### src/rtl/crg_delay_pkg.sv
// crg_delay_pkg: shared state encoding and mode constants for the CRG delay timers
package crg_delay_pkg;
  typedef enum logic [1:0] {DLY_IDLE, DLY_RUN, DLY_DONE} dly_state_e;
  localparam logic DLY_ONESHOT  = 1'b0;
  localparam logic DLY_PERIODIC = 1'b1;
endpackage

### src/rtl/delay_gen_ch.sv
// delay_gen_ch: one programmable one-shot/periodic delay timer channel
module delay_gen_ch
  import crg_delay_pkg::*;
#(
  parameter int CNT_W   = 16,
  parameter int RST_DLY = 128,
  parameter bit AUTO_EN = 1'b0
) (
  input  logic             clk_i,
  input  logic             arst_n_i,
  input  logic             i_start,
  input  logic             i_stop,
  input  logic             i_mode,
  input  logic [CNT_W-1:0] i_delay,
  output logic             o_busy,
  output logic             o_tick,
  output logic             o_delayed
);
  dly_state_e       r_state;
  logic [CNT_W-1:0] r_cnt;
  logic [CNT_W-1:0] r_dly;
  logic             r_mode;
  logic             w_exp;
  assign w_exp     = (r_state == DLY_RUN) && (r_cnt == r_dly - CNT_W'(1));
  assign o_busy    = r_state == DLY_RUN;
  assign o_tick    = w_exp;
  assign o_delayed = w_exp || (r_state == DLY_DONE);
  // stop beats start, start beats expiry so a restart on the tick cycle skips DONE
  always_ff @(posedge clk_i or negedge arst_n_i) begin
    if (!arst_n_i) begin
      r_state <= AUTO_EN ? DLY_RUN : DLY_IDLE;
      r_cnt   <= '0;
      r_dly   <= AUTO_EN ? CNT_W'(RST_DLY) : CNT_W'(1);
      r_mode  <= DLY_ONESHOT;
    end else if (i_stop) begin
      r_state <= DLY_IDLE;
      r_cnt   <= '0;
    end else if (i_start) begin
      r_state <= DLY_RUN;
      r_cnt   <= '0;
      r_dly   <= (i_delay == '0) ? CNT_W'(1) : i_delay;
      r_mode  <= i_mode;
    end else if (w_exp) begin
      r_cnt   <= '0;
      r_state <= (r_mode == DLY_PERIODIC) ? DLY_RUN : DLY_DONE;
    end else if (r_state == DLY_RUN) begin
      r_cnt   <= r_cnt + CNT_W'(1);
    end
  end
endmodule

### src/rtl/delay_gen_multi.sv
// delay_gen_multi: NUM_CH independent delay timers; AUTO_START channels fire RST_DLY cycles after reset
module delay_gen_multi #(
  parameter int                NUM_CH     = 4,
  parameter int                CNT_W      = 16,
  parameter int                RST_DLY    = 128,
  parameter logic [NUM_CH-1:0] AUTO_START = NUM_CH'(1)
) (
  input  logic                    clk_i,
  input  logic                    arst_n_i,
  input  logic [NUM_CH-1:0]       start_i,
  input  logic [NUM_CH-1:0]       stop_i,
  input  logic [NUM_CH-1:0]       mode_i,
  input  logic [NUM_CH*CNT_W-1:0] delay_i,
  output logic [NUM_CH-1:0]       busy_o,
  output logic [NUM_CH-1:0]       tick_o,
  output logic [NUM_CH-1:0]       delayed_o
);
  for (genvar g = 0; g < NUM_CH; g++) begin : g_ch
    delay_gen_ch #(
      .CNT_W  (CNT_W),
      .RST_DLY(RST_DLY),
      .AUTO_EN(AUTO_START[g])
    ) u_ch (
      .clk_i    (clk_i),
      .arst_n_i (arst_n_i),
      .i_start  (start_i[g]),
      .i_stop   (stop_i[g]),
      .i_mode   (mode_i[g]),
      .i_delay  (delay_i[g*CNT_W +: CNT_W]),
      .o_busy   (busy_o[g]),
      .o_tick   (tick_o[g]),
      .o_delayed(delayed_o[g])
    );
  end
endmodule

### config.mk
export PLATFORM = sky130hd
export DESIGN_NAME = delay_gen_multi
export DESIGN_NICKNAME = d
export VERILOG_FILES = /design/src/rtl/crg_delay_pkg.sv /design/src/rtl/delay_gen_ch.sv /design/src/rtl/delay_gen_multi.sv
export SDC_FILE = /design/constraint.sdc
export NUM_CORES = 1
export LEC_CHECK = 0
export CAP_MARGIN = 20
export CORE_ASPECT_RATIO = 0.9
export CORE_MARGIN = 8
export CORE_UTILIZATION = 45
export CTS_CLUSTER_SIZE = 10
export DETAILED_ROUTE_END_ITERATION = 6
export GPL_ROUTABILITY_DRIVEN = 0
export PLACE_DENSITY_LB_ADDON = 0.08
export SKIP_CTS_REPAIR_TIMING = 1
export SLEW_MARGIN = 20
export SYNTH_ARGS = -nofsm -noshare
export SYNTH_HDL_FRONTEND = slang
export SYNTH_SLANG_ARGS = --single-unit
### constraint.sdc
create_clock -name clk_i -period 11 [get_ports clk_i]
set_clock_uncertainty 0.15 [all_clocks]
set_input_delay 2.75 -clock clk_i [delete_from_list [all_inputs] [get_ports clk_i]]
set_output_delay 2.75 -clock clk_i [all_outputs]
set_load 0.01 [all_outputs]
After elaboration in Yosys (flattened, before gate mapping)
Cells that the tools add are included.
{"block": "word_totals", "ff_bits": 140, "in_bits": 78, "out_inout_bits": 12, "word_cells": 100}
{"block": "op_classes", "add_sub_neg": 8, "n_eq_ne": 12, "muxes": 36, "bitwise": 4, "n_reduce_logical": 24}
{"operator": "$mux W16", "count": 20}
{"operator": "$add A16 B1 Y16 const B", "count": 4}
{"operator": "$eq A16 B16 Y1", "count": 4}
{"operator": "$logic_not A16 Y1", "count": 4}
{"operator": "$sub A16 B1 Y16 const B", "count": 4}
{"operator": "$mux W2", "count": 16}
{"operator": "$reduce_bool A4 Y1", "count": 4}
{"operator": "$reduce_bool A3 Y1", "count": 4}
{"operator": "$eq A2 B1 Y1 const B", "count": 4}
{"operator": "$eq A2 B2 Y1 const B", "count": 4}
{"operator": "$reduce_and A2 Y1", "count": 4}
{"operator": "$logic_and A1 B1 Y1", "count": 4}
{"operator": "$logic_or A1 B1 Y1", "count": 4}
{"operator": "$not A1 Y1", "count": 4}

Longest topological paths before layout
{"block": "depth", "ltp_word": 6, "ltp_mapped": 12, "ltp_nobuf": 9}

By module
Synthesis repeated with hierarchy kept, for this count alone.
{"block": "hier_totals", "cells_unflattened": 967, "area_unflattened_um2": 9175.0}
{"module": "delay_gen_ch at g_ch[1].u_ch ...", "n_inst": 2, "cells_each": 243, "area_each_um2": 2319.7, "seq_area_each_um2": 877.1}
{"module": "delay_gen_ch at g_ch[0].u_ch", "n_inst": 1, "cells_each": 244, "area_each_um2": 2302.2, "seq_area_each_um2": 878.3}
{"module": "delay_gen_ch at g_ch[3].u_ch", "n_inst": 1, "cells_each": 237, "area_each_um2": 2233.4, "seq_area_each_um2": 877.1}

Worst setup path before layout
Ideal clock, no wire load.
{"block": "synth_timing", "kind": "register to output", "from": "register g_ch[0].u_ch.r_dly[0]", "to": "output port delayed_o[0]", "arrival_ps": 2520, "t_required_ps": 8100, "setup_slack_ps": 5580, "stages_incl_launch_ff": 11, "n_path_buf": 1, "path_cell_list": "dfrtp_1 -> inv_1 -> ha_1 -> nor4b_2 -> nand3_1 -> xnor2_1 -> nand2_1 -> or4_1 -> or4_4 -> o21ai_0 -> buf_4"}
{"block": "synth_via", "elab_chain_cells": 4}
{"item": "start: declaration", "line": "delay_gen_ch.sv:21", "rtl": "logic [CNT_W-1:0] r_dly;"}
{"item": "start signal: assignment", "line": "delay_gen_ch.sv:33", "rtl": "r_dly <= AUTO_EN ? CNT_W'(RST_DLY) : CNT_W'(1);"}
{"item": "start signal: assignment", "line": "delay_gen_ch.sv:41", "rtl": "r_dly <= (i_delay == '0) ? CNT_W'(1) : i_delay;"}
{"item": "$sub A16 B1 Y16", "line": "delay_gen_ch.sv:24", "rtl": "assign w_exp = (r_state == DLY_RUN) && (r_cnt == r_dly - CNT_W'(1));"}
{"item": "$eq A16 B16 Y1", "line": "delay_gen_ch.sv:24"}
{"item": "$logic_and A1 B1 Y1", "line": "delay_gen_ch.sv:24"}
{"item": "$logic_or A1 B1 Y1", "line": "delay_gen_ch.sv:27", "rtl": "assign o_delayed = w_exp || (r_state == DLY_DONE);"}
{"item": "end: declaration", "line": "delay_gen_multi.sv:16", "rtl": "output logic [NUM_CH-1:0] delayed_o"}
No other way between the ends.

Worst setup path after layout
Same ends and word-level chain as after synthesis.

==> results.json <==
{
  "cp.arrival_ps": 3750,
  "path_class": "flop to output pin",
  "gr-usage-met1_pct": 24.6,
  "synth_cell_types": 80,
  "end_kind": "output pin",
  "setup_slack_ps": 4350,
  "crit_buf_inv": 2,
  "core_area_sq_um": 19100,
  "insertion_delay_ps": 420,
  "p_seq_share_pct": 42.0,
  "fp-row-count": 48,
  "pwr_density_cell_nw_per_um2": 142,
  "fin_setup_tns_ps": 0,
  "pin_count": 90,
  "min_path_type": "flop to flop",
  "cp_slowest_cell": "clkdlybuf4s50_1",
  "cts_root_buf": "clkbuf_16",
  "die-area_sq_um": 24200,
  "power_frac_comb_pct": 15.9,
  "p_total_mw": 1.47,
  "cp_top_family": "simple AND/OR/NAND/NOR gates",
  "switchingPower_uw": 390,
  "drc": 0,
  "numCtsBuffers": 17,
  "first_pass_iters": 4,
  "worst_pin_slew_ps": 906,
  "grt_pass1_wl_microns": 33300,
  "cp_max_fo": 6,
  "cts_htree_levels": 4,
  "routedWlPerCell_microns": 16.1,
  "nNetsFinal": 1052,
  "grtUsageMet3_pct": 3.73,
  "post-dp-hpwl_microns": 14600,
  "timing.hold.ws_ps": 342,
  "cpPeakStageDelay_ps": 570,
  "grt_pass1_vias": 6507,
  "ys_ff_latch": 140,
  "syn2layout_area_growth_pct": 18.2,
  "drv_cap": 0,
  "finalSetupViolations": 0,
  "final_cell_mix": "dfrtp_1, nor2_1, clkdlybuf4s50_1",
  "slew_headroom_pct": 39.6,
  "placed_cells_incl_taps": 1197,
  "synthesis.nets": 989,
  "use_met2_pct": 24.0,
  "synth_seq_area_share_pct": 40.1,
  "fp.dieH_microns": 148,
  "via_count": 6782,
  "port_buffers": 89,
  "grt_overflow": 0,
  "finalHoldViolCount": 0,
  "antenna_found_initial": 0,
  "synthesis.area_sq_um": 8750,
  "via_per_inst": 5.52,
  "syn_inst": 903,
  "preCtsSetupSlack_ps": 4880,
  "initial_core_util_pct": 45.8,
  "drt.antenna.violating_nets": 0,
  "cts_sinks": 140,
  "cts_tree": "built",
  "internal_power_mw": 1.08,
  "pwr-share-clk_pct": 42.2,
  "synth_edf_count": 0,
  "antenna_cells": 0,
  "top_usage_layer": "met1",
  "start_kind": "flop",
  "switching_share_pct": 26.5,
  "chipWidth_microns": 163,
  "finalCriticalPeriod_ps": 6650,
  "ir_worst_vdd_mv": 0.0891,
  "critPathRequiredTime_ps": 8100,
  "drive_above_1_share_pct": 13.9,
  "p_leak_nw": 3.99,
  "synth_flop_cell": "dfrtp_1",
  "cts.clk_slew.worst_paths_ps": 60,
  "grt_max_degree": 74,
  "grt_use_total_pct": 16.9,
  "drt_wl_total_microns": 19800,
  "fin_cells": 1228,
  "yosys_warnings": 0,
  "async_flop_share_pct": 100,
  "status": "complete, no violations",
  "fmax_mhz": 150,
  "drt-initial-drc-count": 369,
  "layout_commonest_cell": "dfrtp_1",
  "path_cells": "inv_1 -> ha_1 -> nor4b_2 -> nand3_1 -> xnor2_1 -> nand2_1 -> or4_1 -> or4_4 -> o21ai_0 -> clkdlybuf4s50_1",
  "syn_area_per_cell_sq_um": 9.69,
  "fin_crit_sh_pct": 60.5,
  "rsz0062_at_grt": "false",
  "cts.path.max_buffers": 2,
  "slew_violations": 0
}
## layout make-up
class | instances | area (sq um)
Tap cell | 250 | 313
Timing Repair Buffer | 91 | 907
Inverter | 23 | 86.3
Sequential cell | 140 | 3510
Clock buffer | 24 | 492
Multi-Input combinational cell | 693 | 4890
Clock inverter | 7 | 138
Fill cell | 1735 | 8760
## Yosys cell counts (8+ instances only)
master	count	area share, %
xor2_1	67	6.7
nand2b_1	9	0.64
mux2i_1	9	1.0
inv_1	23	0.99
or3_1	13	0.93
xnor2_1	60	6.0
a21oi_1	29	1.7
a31oi_1	8	0.57
dfrtp_1	135	39
nor2_1	95	4.1
or2_2	8	0.57
nor3_1	28	1.6
or4_1	8	0.69
and3_1	19	1.4
mux2_2	66	8.5
nand4_1	21	1.5
o211ai_1	13	1.1
nor4_1	28	2.0
nor2b_1	8	0.57
clkbuf_1	19	0.82
buf_4	13	1.1
o21ai_0	17	0.97
ha_1	8	1.1
nand3_1	28	1.6
nand2_1	55	2.4
## metrics by stage
step / util (%) / instance area (sq um)
2_1_floorplan: - / 8750
3_3_place_gp: 50.8 / 9700
3_5_place_dp: 50.8 / 9700
4_1_cts: 54.1 / 10300
5_1_grt: 54.1 / 10300
6_report: 54.1 / 10300
## sequential cells by signal (all words and copies together) (netlist names)
signal	flops
g_ch.u_ch.r_cnt	64
g_ch.u_ch.r_state	8
g_ch.u_ch.r_dly	64
g_ch.u_ch.r_mode	4
## cells by family after synthesis
logic type / share of synthesized area (%)
muxes: 9.53
AOI/OAI and AO/OA: 10.0
DFF: 40.1
adders and majority gates: 1.14
and+or+nand+nor: 22.4
buffers and inverters: 4.00
xor gates and xnor gates: 12.7
## power groups by stage
| stage | Sequential [mW] | Combinational, mW | Clock [mW] |
|---|---|---|---|
| finish | 0.618 | 0.233 | 0.621 |
| global route | 0.627 | 0.260 | 0.659 |
| detailed placement | 0.626 | 0.234 | 0 |
| floorplan | 0.598 | 0.180 | 0 |
| CTS | 0.617 | 0.235 | 0.632 |
| global placement | 0.625 | 0.234 | 0 |
## per-layer routing
metal,vias up,share of wire [%],wire (microns)
li1,3373,-,-
met5,-,0,0
met3,32,4.0,785
met2,139,42,8360
met1,3238,52,10300
met4,0,1.6,324
## path summary, 6_finish.rpt
path,start,endpoint,slack (ps),depth (start not counted)
worst max register to register,g_ch[2].u_ch.r_dly[1],g_ch[2].u_ch.r_cnt[12],7540,9
max in group asynchronous,arst_n_i,g_ch[3].u_ch.r_cnt[13],7230,2
min in group asynchronous,arst_n_i,g_ch[1].u_ch.r_cnt[1],2160,1
worst max-delay path,g_ch[0].u_ch.r_dly[0],delayed_o[0],4350,10
worst min-delay path,g_ch[3].u_ch.r_state[1],g_ch[3].u_ch.r_state[1],340,1
worst min register to register,g_ch[3].u_ch.r_state[1],g_ch[3].u_ch.r_state[1],340,1
Note: power is estimated with default switching activity, not from simulation.
